File: src/rtl/adc_cmd_ctrl.sv
// Host-command controller: parses 0xAA-framed UART commands into ADC config and sample strobes.
// Optional ack path back to the UART transmitter is built only when ADC_CMD_ACK_EN is defined.
module adc_cmd_ctrl #(
  parameter int unsigned TIMEOUT_CYC = 2_000_000,
  parameter int unsigned CH_W        = 3,
  parameter logic [15:0] DIV_DEF     = 16'd49,
  parameter logic [15:0] MIN_DIV     = 16'd9
) (
  input  logic            RST_clk,
  input  logic            RST,
  input  logic [7:0]      rx_data,
  input  logic            rx_valid,
  output logic [15:0]     adc_div,
  output logic [CH_W-1:0] adc_ch,
  output logic            adc_en,
  output logic            adc_sample,
  output logic            cfg_update,
  output logic            frame_err,
  output logic            cmd_err,
  output logic [7:0]      tx_data,
  output logic            tx_valid,
  input  logic            tx_ready
);

  localparam int unsigned GAP_W = (TIMEOUT_CYC > 2) ? $clog2(TIMEOUT_CYC) : 1;

  typedef enum logic [2:0] {
    S_IDLE,
    S_CMD,
    S_ARG_H,
    S_ARG_L,
    S_CSUM
  } state_t;

  state_t state_reg, state_next;

  logic [7:0]      cmd_reg, arg_h_reg, arg_l_reg;
  logic [GAP_W-1:0] gap_cnt_reg;
  logic [15:0]     adc_div_reg;
  logic [CH_W-1:0] adc_ch_reg;
  logic            adc_en_reg;
  logic [15:0]     smp_cnt_reg;
  logic            adc_sample_reg;
  logic            cfg_update_reg;
  logic            frame_err_reg;
  logic            cmd_err_reg;

  logic            timeout;
  logic            frame_done;
  logic [15:0]     arg;
  logic [7:0]      csum_calc;
  logic            csum_ok;
  logic            cmd_known;
  logic            apply;
  logic            div_wr;
  logic            single_shot;
  logic            periodic;

  assign arg       = {arg_h_reg, arg_l_reg};
  assign csum_calc = cmd_reg + arg_h_reg + arg_l_reg;
  assign csum_ok   = (csum_calc == rx_data);
  assign cmd_known = (cmd_reg inside {[8'h01:8'h05]});
  assign apply     = frame_done && csum_ok && cmd_known;
  assign div_wr    = apply && (cmd_reg == 8'h01);
  assign single_shot = apply && (cmd_reg == 8'h05);
  assign periodic  = adc_en_reg && (smp_cnt_reg == adc_div_reg);

  always_ff @(posedge RST_clk) begin
    if (RST) begin
      state_reg <= S_IDLE;
    end else begin
      state_reg <= state_next;
    end
  end

  // A received byte always takes priority over an expiring gap counter.
  always_comb begin
    state_next = state_reg;
    timeout    = 1'b0;
    frame_done = 1'b0;
    if (rx_valid) begin
      case (state_reg)
        S_IDLE:  if (rx_data == 8'hAA) state_next = S_CMD;
        S_CMD:   state_next = S_ARG_H;
        S_ARG_H: state_next = S_ARG_L;
        S_ARG_L: state_next = S_CSUM;
        S_CSUM: begin
          state_next = S_IDLE;
          frame_done = 1'b1;
        end
        default: state_next = S_IDLE;
      endcase
    end else if ((state_reg != S_IDLE) && (gap_cnt_reg == GAP_W'(TIMEOUT_CYC - 1))) begin
      timeout    = 1'b1;
      state_next = S_IDLE;
    end
  end

  always_ff @(posedge RST_clk) begin
    if (RST) begin
      cmd_reg     <= '0;
      arg_h_reg   <= '0;
      arg_l_reg   <= '0;
      gap_cnt_reg <= '0;
    end else begin
      if (rx_valid || (state_reg == S_IDLE) || timeout) begin
        gap_cnt_reg <= '0;
      end else begin
        gap_cnt_reg <= gap_cnt_reg + GAP_W'(1);
      end
      if (rx_valid) begin
        case (state_reg)
          S_CMD:   cmd_reg   <= rx_data;
          S_ARG_H: arg_h_reg <= rx_data;
          S_ARG_L: arg_l_reg <= rx_data;
          default: ;
        endcase
      end
    end
  end

  always_ff @(posedge RST_clk) begin
    if (RST) begin
      adc_div_reg    <= DIV_DEF;
      adc_ch_reg     <= '0;
      adc_en_reg     <= 1'b0;
      cfg_update_reg <= 1'b0;
      frame_err_reg  <= 1'b0;
      cmd_err_reg    <= 1'b0;
    end else begin
      cfg_update_reg <= apply;
      frame_err_reg  <= timeout || (frame_done && !csum_ok);
      cmd_err_reg    <= frame_done && csum_ok && !cmd_known;
      if (apply) begin
        case (cmd_reg)
          8'h01: adc_div_reg <= (arg < MIN_DIV) ? MIN_DIV : arg;
          8'h02: adc_ch_reg  <= arg[CH_W-1:0];
          8'h03: adc_en_reg  <= 1'b1;
          8'h04: adc_en_reg  <= 1'b0;
          default: ;
        endcase
      end
    end
  end

  // Counter is held at zero while disabled, so the enable edge always starts from zero.
  always_ff @(posedge RST_clk) begin
    if (RST) begin
      smp_cnt_reg    <= '0;
      adc_sample_reg <= 1'b0;
    end else begin
      adc_sample_reg <= periodic || single_shot;
      if (!adc_en_reg || div_wr || single_shot || periodic) begin
        smp_cnt_reg <= '0;
      end else begin
        smp_cnt_reg <= smp_cnt_reg + 16'd1;
      end
    end
  end

  assign adc_div    = adc_div_reg;
  assign adc_ch     = adc_ch_reg;
  assign adc_en     = adc_en_reg;
  assign adc_sample = adc_sample_reg;
  assign cfg_update = cfg_update_reg;
  assign frame_err  = frame_err_reg;
  assign cmd_err    = cmd_err_reg;

`ifdef ADC_CMD_ACK_EN
  logic [7:0] tx_data_reg;
  logic       tx_valid_reg;
  logic [7:0] ack_byte;

  assign ack_byte = !csum_ok ? 8'hE1 : (!cmd_known ? 8'hE2 : 8'h55);

  // A fresh ack overrides a handshake in the same cycle; timeouts never ack.
  always_ff @(posedge RST_clk) begin
    if (RST) begin
      tx_data_reg  <= '0;
      tx_valid_reg <= 1'b0;
    end else if (frame_done) begin
      tx_data_reg  <= ack_byte;
      tx_valid_reg <= 1'b1;
    end else if (tx_valid_reg && tx_ready) begin
      tx_valid_reg <= 1'b0;
    end
  end

  assign tx_data  = tx_data_reg;
  assign tx_valid = tx_valid_reg;
`else
  logic tx_ready_unused;
  assign tx_ready_unused = tx_ready;
  assign tx_data  = 8'h00;
  assign tx_valid = 1'b0;
`endif

endmodule

File: config.mk
export PLATFORM = sky130hd
export DESIGN_NAME = adc_cmd_ctrl
export DESIGN_NICKNAME = d
export VERILOG_FILES = /design/src/rtl/adc_cmd_ctrl.sv
export SDC_FILE = /design/constraint.sdc
export NUM_CORES = 1
export LEC_CHECK = 0
export BUFFER_PORTS_ARGS = -buffer_cell sky130_fd_sc_hd__clkbuf_2
export CAP_MARGIN = 20
export CORE_UTILIZATION = 37
export CTS_BUF_LIST = sky130_fd_sc_hd__clkbuf_4
export CTS_CLUSTER_DIAMETER = 150
export DETAILED_ROUTE_END_ITERATION = 8
export PLACE_DENSITY = 0.58
export SLEW_MARGIN = 0
export SYNTH_ARGS = -nofsm -noshare
export SYNTH_HDL_FRONTEND = slang
export SYNTH_SLANG_ARGS = --single-unit
File: constraint.sdc
create_clock -name RST_clk -period 7.7 [get_ports RST_clk]
set_input_delay 1.54 -clock RST_clk [delete_from_list [all_inputs] [get_ports RST_clk]]
set_output_delay 1.54 -clock RST_clk [all_outputs]
set_load 0.05 [all_outputs]
After elaboration in Yosys (flattened, before gate mapping)
Index checks and enable logic that the tools add are counted.
- flip-flop bits (word level): 88
- input bits: 12
- output and inout port bits: 33
- word-level logic and storage cells: 76
- add/sub/neg operators: 4
- $lt $le $gt $ge: 3
- eq/ne operators: 14
- mux-type cells: 10
- reductions and logical operators: 32
- operators by type and width (kind ; count):
    21-bit by 1-bit adder with 21-bit output (second input constant) ; 1
    21-bit equality test (second input constant) ; 1
    16-bit by 1-bit adder with 16-bit output (second input constant) ; 1
    8-bit adder ; 2
    16-bit equality test ; 1
    8-bit by 2-bit equality test with 1-bit output (second input constant) ; 2
    8-bit by 3-bit equality test with 1-bit output (second input constant) ; 2
    16-bit by 4-bit < comparator with 1-bit output (second input constant) ; 1
    16-bit 2-to-1 mux ; 1
    2-bit AND reduction ; 7
    3-bit case mux with 4 select lines ; 1
    1-bit logical AND ; 9
    3-bit 2-to-1 mux ; 3
    8-bit by 1-bit equality test with 1-bit output (second input constant) ; 1
    8-bit equality test ; 1
    8-bit equality test (second input constant) ; 1
    8-bit by 1-bit greater-or-equal comparator with 1-bit output (second input constant) ; 1
    8-bit by 3-bit <= comparator with 1-bit output (second input constant) ; 1
    1-bit logical OR ; 7
    3-bit by 2-bit equality test with 1-bit output (second input constant) ; 2
    1-bit 2-to-1 mux ; 4
    2-bit nonzero test ; 2
    2-bit OR reduction ; 2
    3-bit by 1-bit equality test with 1-bit output (second input constant) ; 1
    6 further kinds ; 8

Depth between registers and ports, before layout
- depth in word-level cells: 10
- gate-level depth with buffers: 13
- depth with buffers taken out: 11

Worst setup path before layout
Ideal clock, no wire load.
- kind: in2reg
- from: input port rx_data[7]
- to: register smp_cnt_reg[10]
- arrival: 3.068 ns
- required time: 7.583 ns
- setup slack: 4.515 ns
- stages: 7
- path buffers: 1
- cell sequence: xnor3_1 -> xnor2_1 -> and3_1 -> o211ai_1 -> o31ai_2 -> buf_2 -> nor2_1
- cells in the longest elaborated chain, start to end: 8
- elaborated cells on any way between the ends: 9
- those cells by class: eq/ne: 1; reduce/logical: 8
- ends and longest elaborated chain (element ; RTL line ; source):
    start: declaration ; 11 ; input logic [7:0] rx_data,
    8-bit equality test * ; 61 ; assign csum_ok = (csum_calc == rx_data);
    1-bit logical AND * (2 in series) ; 63 ; assign apply = frame_done && csum_ok && cmd_known;
    1-bit logical AND ; 64 ; assign div_wr = apply && (cmd_reg == 8'h01);
    1-bit logical OR ; 153 ; if (!adc_en_reg || div_wr || single_shot || periodic) begin
    1-bit logical OR * (2 in series) ; 153 ;
    2-bit OR reduction (no line) * ; -- ;
    end signal: assignment ; 156 ; smp_cnt_reg <= smp_cnt_reg + 16'd1;
    end: declaration ; 42 ; logic [15:0] smp_cnt_reg;
Every way passes the cells marked *; elsewhere a longest branch is shown, timed or not.
A chain may end at the register's enable or synchronous reset.

Worst setup path in the final report
- from: register cmd_reg[0]
- to: register smp_cnt_reg[2]
- cells in the longest elaborated chain, start to end: 10
- elaborated cells on any way between the ends: 16
- those cells by class: add/sub: 2; order compare: 2; eq/ne: 3; reduce/logical: 9
- ends and longest elaborated chain (element ; RTL line ; source):
    start: declaration ; 37 ; logic [7:0] cmd_reg, arg_h_reg, arg_l_reg;
    start signal: assignment ; 113 ; S_CMD: cmd_reg <= rx_data;
    8-bit adder (2 in series) ; 60 ; assign csum_calc = cmd_reg + arg_h_reg + arg_l_reg;
    8-bit equality test ; 61 ;
    1-bit logical AND (2 in series) ; 63 ;
    1-bit logical AND ; 64 ;
    1-bit logical OR ; 153 ;
    1-bit logical OR * (2 in series) ; 153 ;
    2-bit OR reduction (no line) * ; -- ;
Marked as above.

==> results.txt <==
The run finished with clean final reports. In the final routed layout, each cell accounts on average for 15.1 um. The detailed router finished its first iteration with 179 violations. The post-CTS resize count came out at 0.

The clock tree buffer depth came out at 2. The hold-fix buffer count after cts is 0. The final layout contains approximately 570 nets.

After synthesis the netlist holds a flip-flop and latch count of 88. The flip-flop count of the largest register after layout came out at 21. The switching power is 0.000198 W.

After synthesis, the most frequently instantiated cells are sky130_fd_sc_hd__dfxtp_1 (88), sky130_fd_sc_hd__nand2_1 (67), sky130_fd_sc_hd__a21oi_1 (53). The final-report max-slew violation count came to 0. The number of enable flip-flop cells after synthesis is 0. The combinational group share of total power is 4.0%. In this design, the largest share of critical-path delay is due to adder cells. The max-capacitance violation count came out at 0. The combined buffer and inverter count along the critical path came out at 4. In the routed layout, each cell is associated on average with a via count of 5.16. The sum of met3 wire segment lengths after detailed routing came out at 369 um. The final weighted congestion in routability-driven placement is roughly 0.84. The power share of the clock group is 33.5%. The post-place setup slack came out at 3.65 ns.

The areal power density over the cells came out at approximately 150 nW/um^2. The pin count of the biggest net entering global routing came out at 51. The initial antenna violation count came out at 0. The share of Yosys cell area claimed by the top area cell type came out at approximately 40%. After clock tree synthesis, the clock-pin slew on the worst setup and hold paths is 0.15 ns. The horizontal die dimension is 111 um. The average cell area after synthesis came out at 8.46 sq um. The first detailed-routing pass took 4 iterations. For this design, the slowest cell found on the critical path is sky130_fd_sc_hd__dfxtp_1. In this run the remaining antenna-violating nets after routing total 0. The detailed route wirelength on metal2 is 4.66 mm.

The area overhead of the layout relative to synthesis is 8.62%. The CTS sink count is 88. The vertical die dimension came out at 111 um. The worst setup path category is reg -> reg. The mapped cell area came out at 4380 sq um. Counting every instance in the synthesized netlist gives 518. The final setup TNS came out at 0 ns.

The signal arrival time at the worst endpoint is 3.67 ns. The wire length of the first global-routing pass is around 17 mm. The remaining max-slew budget at the tightest pin came out at between 40% and 50%. Setup repair after global routing left no endpoint under its margin. The number of antenna cells inserted came out at 0. CTS placed an instance of sky130_fd_sc_hd__clkbuf_4 at the clock tree root. The clock tree synthesis step divided the H-tree into 3 levels. The HPWL after detailed placement is 7.71 mm. After layout, the minimum clock period comes to 3.31 ns. The largest stage delay on the critical path is 0.44 ns. The final cycle utilization of the critical path is 43.0%. The synthesized design spends more area on one cell type than any other, namely sky130_fd_sc_hd__dfxtp_1.

Static timing analysis puts the maximum clock frequency at 302 MHz. The final global-route overflow total is 0. The sequential power share came out at 62.5%. The leakage power of the design is 1.69 nW. The critical path startpoint category is a register. The routed design has 10.5 mm of wire.

The required time at the worst-slack endpoint came out at 8.06 ns. The floorplan step defined a die boundary enclosing 12300 sq um. TritonCTS built the clock tree.

The sequential fraction of the synthesis area is approximately 40%. After clock tree synthesis, the setup repair step added 0 buffers. Global routing consumed, over all layers together, 17.9% of the routing resources. The tightest min-delay check is of the reg -> reg type. The internal power of the cells is between 0.0005 and 0.0006 W. The worst-skew pair later-pin latency came out at 0.48 ns. The total core area came out at 11500 sq um. The end-of-flow core utilization came out at 41.5%.

The count of pins on the block boundary came out at 45. The hold violation count in the final report came out at 0. The number of global-route vias before repair came to about 3400. Of the total power, the share spent switching nets is 27.1%. The setup violation total in the final timing report is 0. The detailed router placed roughly 3600 vias in this run. The number of clock buffers inserted by TritonCTS came out at 9. The routed length on met1 is 5.19 mm. Traced cell by cell, the critical path runs through inv_1 -> fa_1 -> inv_1 -> ha_1 -> fa_1 -> xor2_1 -> nor3_1 -> o211a_1 -> o211ai_1 -> buf_4 -> o31ai_2 -> buf_4 -> nor2_1.

IR analysis of the VDD net gives a maximum drop of between 50 and 60 uV. After layout, the worst setup slack is 4.39 ns. During placement, the flow inserted port buffers numbering 34. Of all nets on the critical path, the largest fanout is 24. The count of standard-cell rows came out at 39. The number of distinct standard cells referenced by the synthesized netlist came out at 50.

The Yosys step of the flow raised 0 warnings. After synthesis, the share of flip-flops with an asynchronous set or reset is 0%. The worst setup path is captured at a register. Ranked by total cell area, the synthesized netlist is headed by sky130_fd_sc_hd__dfxtp_1 (40%), sky130_fd_sc_hd__xnor2_1 (7.0%), sky130_fd_sc_hd__a21oi_1 (6.1%).

Among all flip-flop cells after synthesis, the most frequent one is sky130_fd_sc_hd__dfxtp_1. The highest metal layer carrying signal wires in the routed design is met4. In the final layout, the share of cells above drive strength 1 is 10.9%.

The worst clock skew on the final layout came out at roughly 0.024 ns. The slew at the pin closest to its max-slew limit came out at about 0.87 ns. Yosys instantiated no cell more often than sky130_fd_sc_hd__dfxtp_1.

The number of design rule violations left after detail routing is 0. The starting density of the core is 38.2%.
==> cells in the final DEF, fill, tap and decap left out, types with 2 or more instances in the layout <==
cell type / netlist / routed
sky130_fd_sc_hd__nor2_1: 49 / 49
sky130_fd_sc_hd__clkbuf_4: 0 / 9
sky130_fd_sc_hd__xnor2_1: 35 / 35
sky130_fd_sc_hd__a21oi_1: 53 / 53
sky130_fd_sc_hd__o211a_1: 3 / 3
sky130_fd_sc_hd__and3_1: 13 / 13
sky130_fd_sc_hd__nand4_1: 11 / 11
sky130_fd_sc_hd__dfxtp_1: 88 / 88
sky130_fd_sc_hd__xor2_1: 25 / 25
sky130_fd_sc_hd__fa_1: 8 / 8
sky130_fd_sc_hd__or4_4: 2 / 2
sky130_fd_sc_hd__buf_4: 9 / 3
sky130_fd_sc_hd__o21ai_1: 3 / 3
sky130_fd_sc_hd__and4_1: 6 / 6
sky130_fd_sc_hd__clkbuf_2: 0 / 34
sky130_fd_sc_hd__o211ai_1: 2 / 2
sky130_fd_sc_hd__inv_1: 12 / 12
sky130_fd_sc_hd__ha_1: 8 / 8
sky130_fd_sc_hd__nor4_1: 9 / 9
sky130_fd_sc_hd__conb_1: 1 / 9
sky130_fd_sc_hd__or2_2: 3 / 3
sky130_fd_sc_hd__nand3_1: 31 / 31
sky130_fd_sc_hd__and2_1: 2 / 2
sky130_fd_sc_hd__nor3_1: 9 / 9
sky130_fd_sc_hd__o31a_1: 2 / 2
sky130_fd_sc_hd__a211oi_1: 2 / 2
sky130_fd_sc_hd__nand2_1: 67 / 67
sky130_fd_sc_hd__nor4b_1: 3 / 3
sky130_fd_sc_hd__clkinv_4: 0 / 4
sky130_fd_sc_hd__o21ai_0: 20 / 20
sky130_fd_sc_hd__a21o_1: 2 / 2
sky130_fd_sc_hd__nand2b_1: 4 / 4
==> worst register-to-register path: stages (launching register included) <==
cell                       delay, ns
sky130_fd_sc_hd__dfxtp_1        0.44
sky130_fd_sc_hd__inv_1          0.10
sky130_fd_sc_hd__fa_1           0.42
sky130_fd_sc_hd__inv_1          0.06
sky130_fd_sc_hd__ha_1           0.21
sky130_fd_sc_hd__fa_1           0.44
sky130_fd_sc_hd__xor2_1         0.15
sky130_fd_sc_hd__nor3_1         0.22
sky130_fd_sc_hd__o211a_1        0.20
sky130_fd_sc_hd__o211ai_1       0.10
sky130_fd_sc_hd__buf_4          0.23
sky130_fd_sc_hd__o31ai_2        0.30
sky130_fd_sc_hd__buf_4          0.26
sky130_fd_sc_hd__nor2_1         0.06
==> power by group through the flow <==
stage / Combinational (W) / Sequential [W] / Clock (W)
floorplan: 0.0000236 / 0.000465 / 0
global placement: 0.0000290 / 0.000466 / 0
detailed placement: 0.0000293 / 0.000466 / 0
CTS: 0.0000294 / 0.000456 / 0.000252
global route: 0.0000312 / 0.000456 / 0.000274
finish: 0.0000292 / 0.000456 / 0.000244
==> layer usage <==
layer	GRT usage [%]	vias up
met2	27.0	56
met5	0	-
li1	-	1819
met1	24.4	1690
met3	3.72	18
met4	8.27	0
==> cell families (layout without fill, tap and decap cells) <==
| family | after synthesis | in the layout | synth area share, % |
|---|---|---|---|
| other | 1 | 9 | 0.0856 |
| xor gates and xnor gates | 61 | 61 | 12.5 |
| AOI/OAI and AO/OA | 95 | 95 | 12.6 |
| and+or+nand+nor | 217 | 217 | 24.3 |
| adders and majority gates | 16 | 16 | 5.94 |
| buffers and inverters | 40 | 65 | 4.43 |
| DFF | 88 | 88 | 40.2 |
==> through the flow <==
| stage | cell area [sq um] | cells | power (W) | hold WS (ns) |
|---|---|---|---|---|
| floorplan | 4410 | 526 | 0.000489 | 0.442 |
| global placement | 4630 | 677 | 0.000494 | 0.462 |
| detailed placement | 4630 | 677 | 0.000495 | 0.469 |
| CTS | 4750 | 693 | 0.000737 | 0.488 |
| global route | 4760 | 694 | 0.000761 | 0.517 |
| finish | 4760 | 694 | 0.000729 | 0.488 |
==> final cells by class <==
type | instances | area (sq um)
Timing Repair Buffer | 37 | 193
Inverter | 12 | 45.0
Clock inverter | 7 | 57.6
Sequential cell | 88 | 1760
Fill cell | 1187 | 6710
Clock buffer | 9 | 67.6
Multi-Input combinational cell | 398 | 2460
Tap cell | 143 | 179
==> final timing paths <==
| kind | start | endpoint | slack [ns] | cells past startpoint |
|---|---|---|---|---|
| worst max-delay path | cmd_reg[0] | smp_cnt_reg[2] | 4.39 | 13 |
| worst min-delay path | adc_ch[2] | adc_ch[2] | 0.49 | 2 |
| worst max register to register | cmd_reg[0] | smp_cnt_reg[2] | 4.39 | 13 |
| worst min register to register | adc_ch[2] | adc_ch[2] | 0.49 | 2 |
Note: power is estimated with default switching activity, not from simulation.
